**src/rtl/lobinho_pkg.sv**
```systemverilog
// lobinho_pkg: shared definitions for the werewolf game datapath.
//   - role codes carried two bits per player in a packed role word
//   - default game sizing (players per game, valid seed ROM entries)
//   - dealer state encoding
//   - player_field(): extracts one player's role from a packed word
package lobinho_pkg;

  localparam logic [1:0] ROLE_VILLAGER = 2'b00;
  localparam logic [1:0] ROLE_WOLF     = 2'b01;
  localparam logic [1:0] ROLE_DOCTOR   = 2'b10;
  localparam logic [1:0] ROLE_ILLEGAL  = 2'b11;

  localparam int unsigned NUM_PLAYERS = 5;
  localparam int unsigned NUM_SEEDS   = 20;

  // Widest role word any caller may pass (player ids are 3 bits wide).
  localparam int unsigned MAX_WORD_W = 16;

  typedef enum logic [2:0] {
    ST_IDLE,
    ST_FETCH,
    ST_WAIT,
    ST_CAPTURE,
    ST_REVEAL,
    ST_DONE,
    ST_ERROR
  } dealer_state_t;

  // Player 0 sits in the most significant pair of an n-player word.
  // The word is zero-extended into MAX_WORD_W bits by the caller;
  // idx must be below n.
  function automatic logic [1:0] player_field(
    input logic [MAX_WORD_W-1:0] w,
    input int unsigned           n,
    input int unsigned           idx
  );
    logic [MAX_WORD_W-1:0] s;
    s = w >> (2 * (n - 1 - idx));
    return s[1:0];
  endfunction

endpackage

```
**src/rtl/role_dealer_if.sv**
```systemverilog
// role_dealer_if: seed ROM read bus.
//   rom_address  address presented to seed_rom (driven by the dealer)
//   rom_data     seed_rom data_out, one-cycle synchronous read latency
// Modports: master = dealer (reader), slave = seed ROM.
interface role_dealer_if #(
  parameter int unsigned ADDR_W = 5,
  parameter int unsigned DATA_W = 10
);
  logic [ADDR_W-1:0] rom_address;
  logic [DATA_W-1:0] rom_data;

  modport master (output rom_address, input rom_data);
  modport slave  (input rom_address, output rom_data);
endinterface

```
**src/rtl/role_word_checker.sv**
```systemverilog
// role_word_checker: combinational validation of a packed role word.
//   word      packed role word, player 0 in the MSB pair
//   valid     exactly one wolf, exactly one doctor, no illegal code
//   wolf_id   index of the (last) wolf found
//   doctor_id index of the (last) doctor found
// ids are only meaningful when valid is high.
module role_word_checker
  import lobinho_pkg::*;
#(
  parameter int unsigned NUM_PLAYERS = lobinho_pkg::NUM_PLAYERS
) (
  input  logic [2*NUM_PLAYERS-1:0] word,
  output logic                     valid,
  output logic [2:0]               wolf_id,
  output logic [2:0]               doctor_id
);

  logic [3:0] n_wolf;
  logic [3:0] n_doctor;
  logic       bad;
  logic [1:0] f;

  always_comb begin
    n_wolf    = '0;
    n_doctor  = '0;
    bad       = 1'b0;
    wolf_id   = '0;
    doctor_id = '0;
    f         = '0;
    for (int unsigned i = 0; i < NUM_PLAYERS; i++) begin
      f = player_field(MAX_WORD_W'(word), NUM_PLAYERS, i);
      case (f)
        ROLE_WOLF: begin
          n_wolf  = n_wolf + 4'd1;
          wolf_id = 3'(i);
        end
        ROLE_DOCTOR: begin
          n_doctor  = n_doctor + 4'd1;
          doctor_id = 3'(i);
        end
        ROLE_ILLEGAL: bad = 1'b1;
        default: ;
      endcase
    end
    valid = (n_wolf == 4'd1) && (n_doctor == 4'd1) && !bad;
  end

endmodule

```
**src/rtl/role_dealer.sv**
```systemverilog
// role_dealer: reader side of the seed ROM; deals and reveals roles.
//   clock, reset   system clock; synchronous active-high reset
//   start          request a new deal (level, sampled each cycle)
//   reveal_next    advance to the next player while revealing
//   rom            seed ROM bus (rom_address registered, rom_data in)
//   busy           fetch in progress (FETCH/WAIT/CAPTURE)
//   ready          valid roles latched (REVEAL or DONE)
//   error          captured word failed validation
//   roles          latched role word
//   wolf_id        index of the wolf player
//   doctor_id      index of the doctor player
//   reveal_player  player currently being revealed
//   reveal_role    role of reveal_player (00 unless ready)
//   done           every player has been revealed
//   query_player   random-access lookup index
//   query_role     role of query_player (00 unless ready, 11 if out of range)
// A free-running seed counter supplies the ROM address; the player's
// button timing is the source of randomness.
module role_dealer
  import lobinho_pkg::*;
#(
  parameter int unsigned NUM_PLAYERS = lobinho_pkg::NUM_PLAYERS,
  parameter int unsigned NUM_SEEDS   = lobinho_pkg::NUM_SEEDS,
  parameter int unsigned ADDR_W      = 5
) (
  input  logic                     clock,
  input  logic                     reset,
  input  logic                     start,
  input  logic                     reveal_next,
  role_dealer_if.master            rom,
  output logic                     busy,
  output logic                     ready,
  output logic                     error,
  output logic [2*NUM_PLAYERS-1:0] roles,
  output logic [2:0]               wolf_id,
  output logic [2:0]               doctor_id,
  output logic [2:0]               reveal_player,
  output logic [1:0]               reveal_role,
  output logic                     done,
  input  logic [2:0]               query_player,
  output logic [1:0]               query_role
);

  dealer_state_t     state;
  dealer_state_t     state_n;
  logic [ADDR_W-1:0] seed;
  logic [ADDR_W-1:0] addr_q;
  logic              load_addr;
  logic              capture;
  logic              advance;
  logic              last_player;

  logic              word_valid;
  logic [2:0]        word_wolf;
  logic [2:0]        word_doctor;

  role_word_checker #(
    .NUM_PLAYERS(NUM_PLAYERS)
  ) u_checker (
    .word      (rom.rom_data),
    .valid     (word_valid),
    .wolf_id   (word_wolf),
    .doctor_id (word_doctor)
  );

  assign rom.rom_address = addr_q;
  assign last_player     = (reveal_player == 3'(NUM_PLAYERS - 1));

  always_comb begin
    state_n   = state;
    load_addr = 1'b0;
    capture   = 1'b0;
    advance   = 1'b0;
    case (state)
      ST_IDLE, ST_DONE, ST_ERROR: begin
        if (start) begin
          load_addr = 1'b1;
          state_n   = ST_FETCH;
        end
      end
      ST_FETCH:   state_n = ST_WAIT;
      ST_WAIT:    state_n = ST_CAPTURE;
      ST_CAPTURE: begin
        capture = 1'b1;
        state_n = word_valid ? ST_REVEAL : ST_ERROR;
      end
      ST_REVEAL: begin
        if (reveal_next) begin
          if (last_player) state_n = ST_DONE;
          else             advance = 1'b1;
        end
      end
      default: state_n = ST_IDLE;
    endcase
  end

  always_ff @(posedge clock) begin
    if (reset) begin
      state         <= ST_IDLE;
      seed          <= '0;
      addr_q        <= '0;
      roles         <= '0;
      wolf_id       <= '0;
      doctor_id     <= '0;
      reveal_player <= '0;
    end else begin
      state <= state_n;
      seed  <= (seed == ADDR_W'(NUM_SEEDS - 1)) ? '0 : seed + ADDR_W'(1);
      if (load_addr) addr_q <= seed;
      if (capture) begin
        roles <= rom.rom_data;
        if (word_valid) begin
          wolf_id       <= word_wolf;
          doctor_id     <= word_doctor;
          reveal_player <= '0;
        end
      end
      if (advance) reveal_player <= reveal_player + 3'd1;
    end
  end

  assign busy  = (state == ST_FETCH) || (state == ST_WAIT) || (state == ST_CAPTURE);
  assign ready = (state == ST_REVEAL) || (state == ST_DONE);
  assign error = (state == ST_ERROR);
  assign done  = (state == ST_DONE);

  always_comb begin
    reveal_role = '0;
    if (ready)
      reveal_role = player_field(MAX_WORD_W'(roles), NUM_PLAYERS, 32'(reveal_player));
  end

  always_comb begin
    query_role = '0;
    if (ready) begin
      if (32'(query_player) >= NUM_PLAYERS)
        query_role = ROLE_ILLEGAL;
      else
        query_role = player_field(MAX_WORD_W'(roles), NUM_PLAYERS, 32'(query_player));
    end
  end

endmodule
```
**src/flat_wrapper.sv**
```systemverilog
// flat-port wrapper written by rule: the top's interface ports become plain ports
module role_dealer_flat import lobinho_pkg::*;
#(
  parameter int unsigned NUM_PLAYERS = lobinho_pkg::NUM_PLAYERS,
  parameter int unsigned NUM_SEEDS   = lobinho_pkg::NUM_SEEDS,
  parameter int unsigned ADDR_W      = 5
)
  (clock, reset, start, reveal_next, busy, ready, error, roles, wolf_id, doctor_id, reveal_player, reveal_role, done, query_player, query_role, rom_rom_address, rom_rom_data);
  role_dealer_if #(.ADDR_W(ADDR_W)) rom_i ();
  input  logic clock;
  input  logic reset;
  input  logic start;
  input  logic reveal_next;
  output logic busy;
  output logic ready;
  output logic error;
  output logic [2*NUM_PLAYERS-1:0] roles;
  output logic [2:0] wolf_id;
  output logic [2:0] doctor_id;
  output logic [2:0] reveal_player;
  output logic [1:0] reveal_role;
  output logic done;
  input  logic [2:0] query_player;
  output logic [1:0] query_role;
  output wire logic [$bits(rom_i.rom_address)-1:0] rom_rom_address;
  input wire logic [$bits(rom_i.rom_data)-1:0] rom_rom_data;
  assign rom_rom_address = rom_i.rom_address;
  assign rom_i.rom_data = rom_rom_data;
  role_dealer #(.NUM_PLAYERS(NUM_PLAYERS), .NUM_SEEDS(NUM_SEEDS), .ADDR_W(ADDR_W)) u_core (.clock(clock), .reset(reset), .start(start), .reveal_next(reveal_next), .rom(rom_i), .busy(busy), .ready(ready), .error(error), .roles(roles), .wolf_id(wolf_id), .doctor_id(doctor_id), .reveal_player(reveal_player), .reveal_role(reveal_role), .done(done), .query_player(query_player), .query_role(query_role));
endmodule
```
**config.mk**
```make
export PLATFORM = sky130hd
export DESIGN_NAME = role_dealer_flat
export DESIGN_NICKNAME = d
export VERILOG_FILES = /design/src/rtl/lobinho_pkg.sv /design/src/rtl/role_dealer_if.sv /design/src/rtl/role_word_checker.sv /design/src/rtl/role_dealer.sv /design/src/flat_wrapper.sv
export SDC_FILE = /design/constraint.sdc
export NUM_CORES = 1
export LEC_CHECK = 0
export BUFFER_PORTS_ARGS = -buffer_cell sky130_fd_sc_hd__buf_2
export CORE_ASPECT_RATIO = 0.5
export CORE_MARGIN = 2
export CORE_UTILIZATION = 35
export DETAILED_ROUTE_END_ITERATION = 10
export PLACE_DENSITY = 0.63
export SLEW_MARGIN = 20
export SYNTH_ARGS = -nofsm -noshare
export SYNTH_HDL_FRONTEND = slang
export SYNTH_SLANG_ARGS = --single-unit
```
**constraint.sdc**
```tcl
create_clock -name clock -period 3.4 [get_ports clock]
set_input_delay 0.34 -clock clock [delete_from_list [all_inputs] [get_ports clock]]
set_output_delay 0.34 -clock clock [all_outputs]
set_load 0.03 [all_outputs]
```
==> results of run 1 <==
==> synthesized netlist by cell type (5+ instances only) <==
master | instances | area share
nand2_1 | 45 | 0.079
dfxtp_1 | 32 | 0.30
nor2_1 | 24 | 0.042
a21oi_1 | 22 | 0.052
inv_1 | 15 | 0.026
ha_1 | 14 | 0.082
mux2i_1 | 10 | 0.047
clkbuf_1 | 8 | 0.014
nand2b_1 | 8 | 0.023
nor2b_1 | 8 | 0.023
nor3_1 | 6 | 0.014
xnor2_1 | 6 | 0.025
nand3_1 | 5 | 0.012
o21ai_0 | 5 | 0.012
==> stage by stage <==
| step | setup slack, ns | cells |
|---|---|---|
| finish | 0.189 | 396 |
| global route | 0.0126 | 396 |
| CTS | 0.0782 | 396 |
| detailed placement | -0.198 | 388 |
| global placement | -0.0757 | 388 |
| floorplan | 0.00257 | 262 |
==> how the worst min path moves through the flow <==
stage	to	slack (ns)	cells after the start
after floorplan	u_core.seed[0]$_SDFF_PP0_	0.46	1
after detailed placement	u_core.doctor_id[2]$_SDFFE_PP0P_	0.46	2
after global placement	u_core.doctor_id[2]$_SDFFE_PP0P_	0.45	2
after CTS	u_core.roles[0]$_SDFFE_PP0P_	0.36	3
final	u_core.roles[2]$_SDFFE_PP0P_	0.37	3
after global routing	u_core.roles[2]$_SDFFE_PP0P_	0.39	3
==> logic make-up (layout without fill, tap and decap cells) <==
family                     Yosys count  in the layout  synth area share
adders and majority gates           14             14            0.0820
DFF                                 32             32             0.300
muxes                               18             18             0.112
AOI/OAI and AO/OA                   45             45             0.131
buffers and inverters               26             83            0.0498
and+or+nand+nor                    119            119             0.286
xor gates and xnor gates             8              8            0.0398
==> tightest hold or removal path, cell delays in order <==
cell	delay (ns)
buf_2	0.14
nand2_1	0.06
a21oi_1	0.05
==> where the power goes <==
group	internal (mW)	switching, mW	total (mW)
Combinational	0.0921	0.122	0.214
Clock	0.344	0.164	0.507
Sequential	0.387	0.0155	0.403
Total	0.823	0.301	1.12
==> layout make-up <==
cell class	instances	area, um2
flip-flops and latches	32	641
repair buffers	60	330
inverters	15	56.3
well taps	77	96.3
fillers	589	3260
multi-input cells	204	1430
clock buffers	5	125
clock inverters	3	42.5
==> cell usage in the layout (no fill, tap or decap), types with 8 or more instances in the layout <==
| cell type | count |
|---|---|
| dfxtp_1 | 32 |
| buf_2 | 48 |
| a21oi_1 | 22 |
| nand2_1 | 45 |
| mux2i_1 | 10 |
| inv_1 | 15 |
| ha_1 | 13 |
| nor2_1 | 23 |
| nand2b_1 | 8 |
| buf_4 | 12 |
==> flip-flops by register name (all words and copies together) (netlist names) <==
| name | flops |
|---|---|
| u_core.doctor_id | 3 |
| u_core.reveal_player | 3 |
| u_core.roles | 10 |
| u_core.rom.rom_address | 5 |
| u_core.seed | 5 |
| u_core.state | 3 |
| u_core.wolf_id | 3 |
==> metal layers <==
metal  global-route usage  vias to the layer above
met2                0.290                       42
met5                    0                        -
met4               0.0314                        0
met1                0.199                      933
li1                     -                     1027
met3               0.0419                        2
==> timing repair <==
| action | in CTS | in global routing |
|---|---|---|
| endpoints found under the setup margin | 0 | 7 |
| gates resized for setup | 0 | 6 |
| setup buffers | 0 | 0 |
==> flow_metrics.tcl, run 1 <==
set metrics [dict create \
    status "complete, no violations" \
    yosys.cell_types.count 46 \
    rsz0062_at_grt "false" \
    grt_pass1_wl_um 8720 \
    cts_buffers 5 \
    finalPower_mw 1.12 \
    die_area_um2 6780 \
    holdWs_ns 0.368 \
    clock.fmax_mhz 311 \
    syn-num-nets 293 \
    grt.total_usage 0.161 \
    ir_drop_uv 193 \
    min_path_type "in2reg" \
    endpoint_kind "register" \
    ioPinCount 49 \
    wire_per_inst_um 13.2 \
    start_util 0.357 \
    ys_ff_latch 32 \
    syn_area_per_cell_um2 8.15 \
    drv_slew 0 \
    first_pass_iters 4 \
    ant_nets 0 \
    clk_pin_slew_ns 0.05 \
    cpMostUsedCell "nor2_1" \
    cpLargestDelayFamily "simple AND/OR/NAND/NOR gates" \
    cp_slowest_cell "or4b_4" \
    grt_overflow 0 \
    viasPerCell 5.06 \
    area_growth_pct 27.6 \
    holdCritStartpoint "rom_rom_data[2]" \
    ys.flop_type "dfxtp_1" \
    initialDrtViolationCount 83 \
    synth_seq_area_share 0.300 \
    cts_tree "built" \
    insertion_delay_ns 0.28 \
    fin_setup_tns_ns 0 \
    cp_num_buf_inv 2 \
    design.core.area_um2 5980 \
    critPathMaxFanout 4 \
    htree_levels 2 \
    r2r_slack_ns 1.31 \
    port-buffer-count 48 \
    ys_warn_count 0 \
    wl_met2_um 2520 \
    max_slew_margin 0.623 \
    path_cells "buf_2, nand2b_1, inv_1, ha_2, xnor2_4, ha_1, nor2_2, nor2_1, ha_1, nor2_1, nor2_1, a2111oi_4, or4b_4, mux2_4" \
    wl_met3_um 230 \
    place_area_um2 2530 \
    dieHeight_um 59.2 \
    r2r-end "u_core.doctor_id[0]$_SDFFE_PP0P_" \
    leakagePower_nw 1.23 \
    cp-start-kind "primary input" \
    layout-drive-gt1-share 0.282 \
    cp.depth 14 \
    tightest_slew_ns 0.562 \
    cts.hold.buffers_added 0 \
    critPathKind "in2reg" \
    netlist_area_um2 2140 \
    nNetsFinal 349 \
    clock_path_buffers 2 \
    crit_end "u_core.doctor_id[0]$_SDFFE_PP0P_" \
    die_w_um 114 \
    synthArstFlopShare 0 \
    cts.sink_count 32 \
    drc 0 \
    fin_crit_ns 3.21 \
    highest_layer "met4" \
    p_per_area_nw_per_um2 413 \
    cp_data_required_time_ns 3.56 \
    grt_max_degree 31 \
    met1Wirelength_um 2450 \
    cap_violations 0 \
    dp.final_hpwl_um 4010 \
    finalSetupViolCount 0 \
    fin_skew_ns 0.00460 \
    r2r-start "u_core.state[1]$_SDFFE_PP0P_" \
    place_congestion 0.820 \
    wirelength_um 5220 \
    rr_worst_depth 4 \
    fin_util 0.456 \
    hold_violations 0 \
    arrival_ns 3.37 \
    worst_path_largest_cell_delay_ns 0.54 \
    antenna_found_initial 0 \
    grt_pass1_vias 1897 \
    critPathLaunch "rom_rom_data[8]" \
    cts_root_buf "clkbuf_16" \
    synth_edf_count 0 \
    diodes 0 \
    final_cell_area_um2 2730 \
    rows 20 \
    finalCritPeriodShare 0.944 \
    syn_inst 262 \
    vias 2004 \
]
No activity file was read; power rests on OpenSTA's default activity.
==> inputs of run 2 (changes only) <==
REMOVE_ABC_BUFFERS = 1   (was default)
==> run 2 against run 1 <==
Clock power fell by 0.8%. Sequential power barely moved. Die area did not move. Critical endpoint unchanged. Register-to-register slack improved by 0.03 ns. Largest power group unchanged.
==> flow_metrics.tcl, run 2 (same netlist as run 1, synthesis figures left out) <==
set metrics [dict create \
    largest_register "u_core.roles" \
    insertion_delay_ns 0.27 \
    r2r_slack_ns 1.34 \
    die_w_um 114 \
    tightest_slew_ns 0.640 \
    dieHeight_um 59.2 \
    arrival_ns 3.50 \
    fin_crit_ns 3.33 \
    pwr-share-comb 0.198 \
    p_int_mw 0.829 \
    wirelength_um 5360 \
    wire_per_inst_um 13.3 \
    clockPowerShare 0.446 \
    cts.hold.buffers_added 0 \
    port-buffer-count 48 \
    clk_pin_slew_ns 0.05 \
    clock.fmax_mhz 300 \
    dp_slack_ns -0.400 \
    fillerInstances 568 \
    drv_slew 0 \
    postLayoutSetupSlackWorst_ns 0.0659 \
    finalPower_mw 1.13 \
    path_cells "buf_2, nor2b_4, inv_1, ha_1, nor3b_2, a21o_1, ha_1, nor2_2, nor2_1, ha_1, nor2_2, nor2_1, a2111oi_2, buf_4, or4b_4, mux2_4" \
    place_area_um2 2550 \
    htree_levels 2 \
    largest_reg_flops 10 \
    grt_pass1_vias 1842 \
    endpoint_kind "register" \
    cts_tree "built" \
    crit_end "u_core.doctor_id[0]$_SDFFE_PP0P_" \
    r2r-end "u_core.doctor_id[0]$_SDFFE_PP0P_" \
    min_path_type "in2reg" \
    fin_skew_ns 0.00257 \
    grt_pass1_wl_um 8680 \
    cp_data_required_time_ns 3.56 \
    finalCritPeriodShare 0.981 \
    critPathLaunch "rom_rom_data[7]" \
    cts_buffers 5 \
    cts.sink_count 32 \
    cpMostUsedCell "ha_1" \
    ioPinCount 49 \
    critPathMaxFanout 4 \
    vias 2097 \
    cap_violations 0 \
    start_util 0.357 \
    final_cell_area_um2 2790 \
    cp_slowest_cell "or4b_4" \
    first_pass_iters 5 \
    dp.final_hpwl_um 4130 \
    cp-start-kind "primary input" \
    critPathKind "in2reg" \
    fin_setup_tns_ns 0 \
    initialDrtViolationCount 140 \
    diodes 0 \
    layout-drive-gt1-share 0.309 \
    design.core.area_um2 5980 \
    ant_nets 0 \
    grt_max_degree 31 \
    r2r-start "u_core.state[1]$_SDFFE_PP0P_" \
    die_area_um2 6780 \
    ir_drop_uv 171 \
    p_per_area_nw_per_um2 404 \
    leakagePower_nw 1.27 \
    max_slew_margin 0.571 \
    grt_overflow 0 \
    p_seq_frac 0.357 \
    clock_path_buffers 2 \
    nNetsFinal 357 \
    viasPerCell 5.19 \
    rr_worst_depth 4 \
    multiInputGateArea_um2 1440 \
    p_sw_mw 0.300 \
    drc 0 \
    hold_violations 0 \
    status "complete, no violations" \
    grt.total_usage 0.160 \
    finalSetupViolCount 0 \
    seq_area_um2 641 \
    area_growth_pct 30.8 \
    worst_path_largest_cell_delay_ns 0.48 \
    cts_root_buf "clkbuf_16" \
    place_congestion 0.829 \
    rows 20 \
    swShare 0.266 \
    final_common_cell "buf_2" \
    antenna_found_initial 0 \
    mostFrequentLayoutCells "buf_2 (48), nand2_1 (45), dfxtp_1 (32)" \
]
## run 2: cell types whose count changed in the layout (fill, tap and decap cells not counted), sizes merged
cell	delta
buf	+8
## run 2: per-layer routing
| layer | wire (um) | vias up | part of all wire | track usage |
|---|---|---|---|---|
| li1 | - | 1050 | - | - |
| met1 | 2470 | 994 | 0.46 | 0.211 |
| met2 | 2620 | 48 | 0.49 | 0.276 |
| met3 | 219 | 5 | 0.041 | 0.0327 |
| met4 | 46 | 0 | 0.0086 | 0.0366 |
| met5 | 0 | - | 0 | 0 |
## run 2: worst min-delay path by stage
stage,start,endpoint,slack [ns],cells past startpoint
5_1_grt,rom_rom_data[2],u_core.roles[2]$_SDFFE_PP0P_,0.39,3
4_1_cts,rom_rom_data[2],u_core.roles[2]$_SDFFE_PP0P_,0.35,3
6_report,rom_rom_data[2],u_core.roles[2]$_SDFFE_PP0P_,0.36,3
3_5_place_dp,u_core.wolf_id[0]$_SDFFE_PP0P_,u_core.wolf_id[0]$_SDFFE_PP0P_,0.46,2
2_1_floorplan,reset,u_core.roles[0]$_SDFFE_PP0P_,0.41,1
3_3_place_gp,u_core.wolf_id[1]$_SDFFE_PP0P_,u_core.wolf_id[1]$_SDFFE_PP0P_,0.45,2
## run 2: area by class of cell
| type | count | area share |
|---|---|---|
| well taps | 77 | 0.0345 |
| inverters | 15 | 0.0202 |
| repair buffers | 68 | 0.140 |
| multi-input cells | 204 | 0.516 |
| clock inverters | 3 | 0.0152 |
| clock buffers | 5 | 0.0448 |
| flip-flops and latches | 32 | 0.229 |
## run 2: what timing repair did
| action | 4_1_cts | 5_1_grt |
|---|---|---|
| pin swaps | 0 | 3 |
| endpoints found under the setup margin | 9 | 8 |
| buffers inserted | 0 | 3 |
| gates resized for setup | 4 | 8 |
## run 2: metrics by stage
stage,hold slack (ns),utilization,std cells
3_5_place_dp,0.457,0.426,393
5_1_grt,0.395,0.467,404
2_1_floorplan,0.409,-,251
4_1_cts,0.354,0.457,401
6_report,0.355,0.467,404
3_3_place_gp,0.450,0.426,393
## run 2: worst max-delay path: cells and delay by family
family                     cells  cell delay, ns
buffers and inverters          3            0.35
adders and majority gates      3            0.73
and+or+nand+nor                7            1.27
muxes                          1            0.32
AOI/OAI and AO/OA              2            0.47
## run 2: power groups by stage
stage / logic (mW) / clock network [mW] / registers, mW
finish: 0.223 / 0.503 / 0.402
global route: 0.246 / 0.532 / 0.404
CTS: 0.212 / 0.514 / 0.402
detailed placement: 0.207 / 0 / 0.410
global placement: 0.200 / 0 / 0.409
floorplan: 0.122 / 0 / 0.417
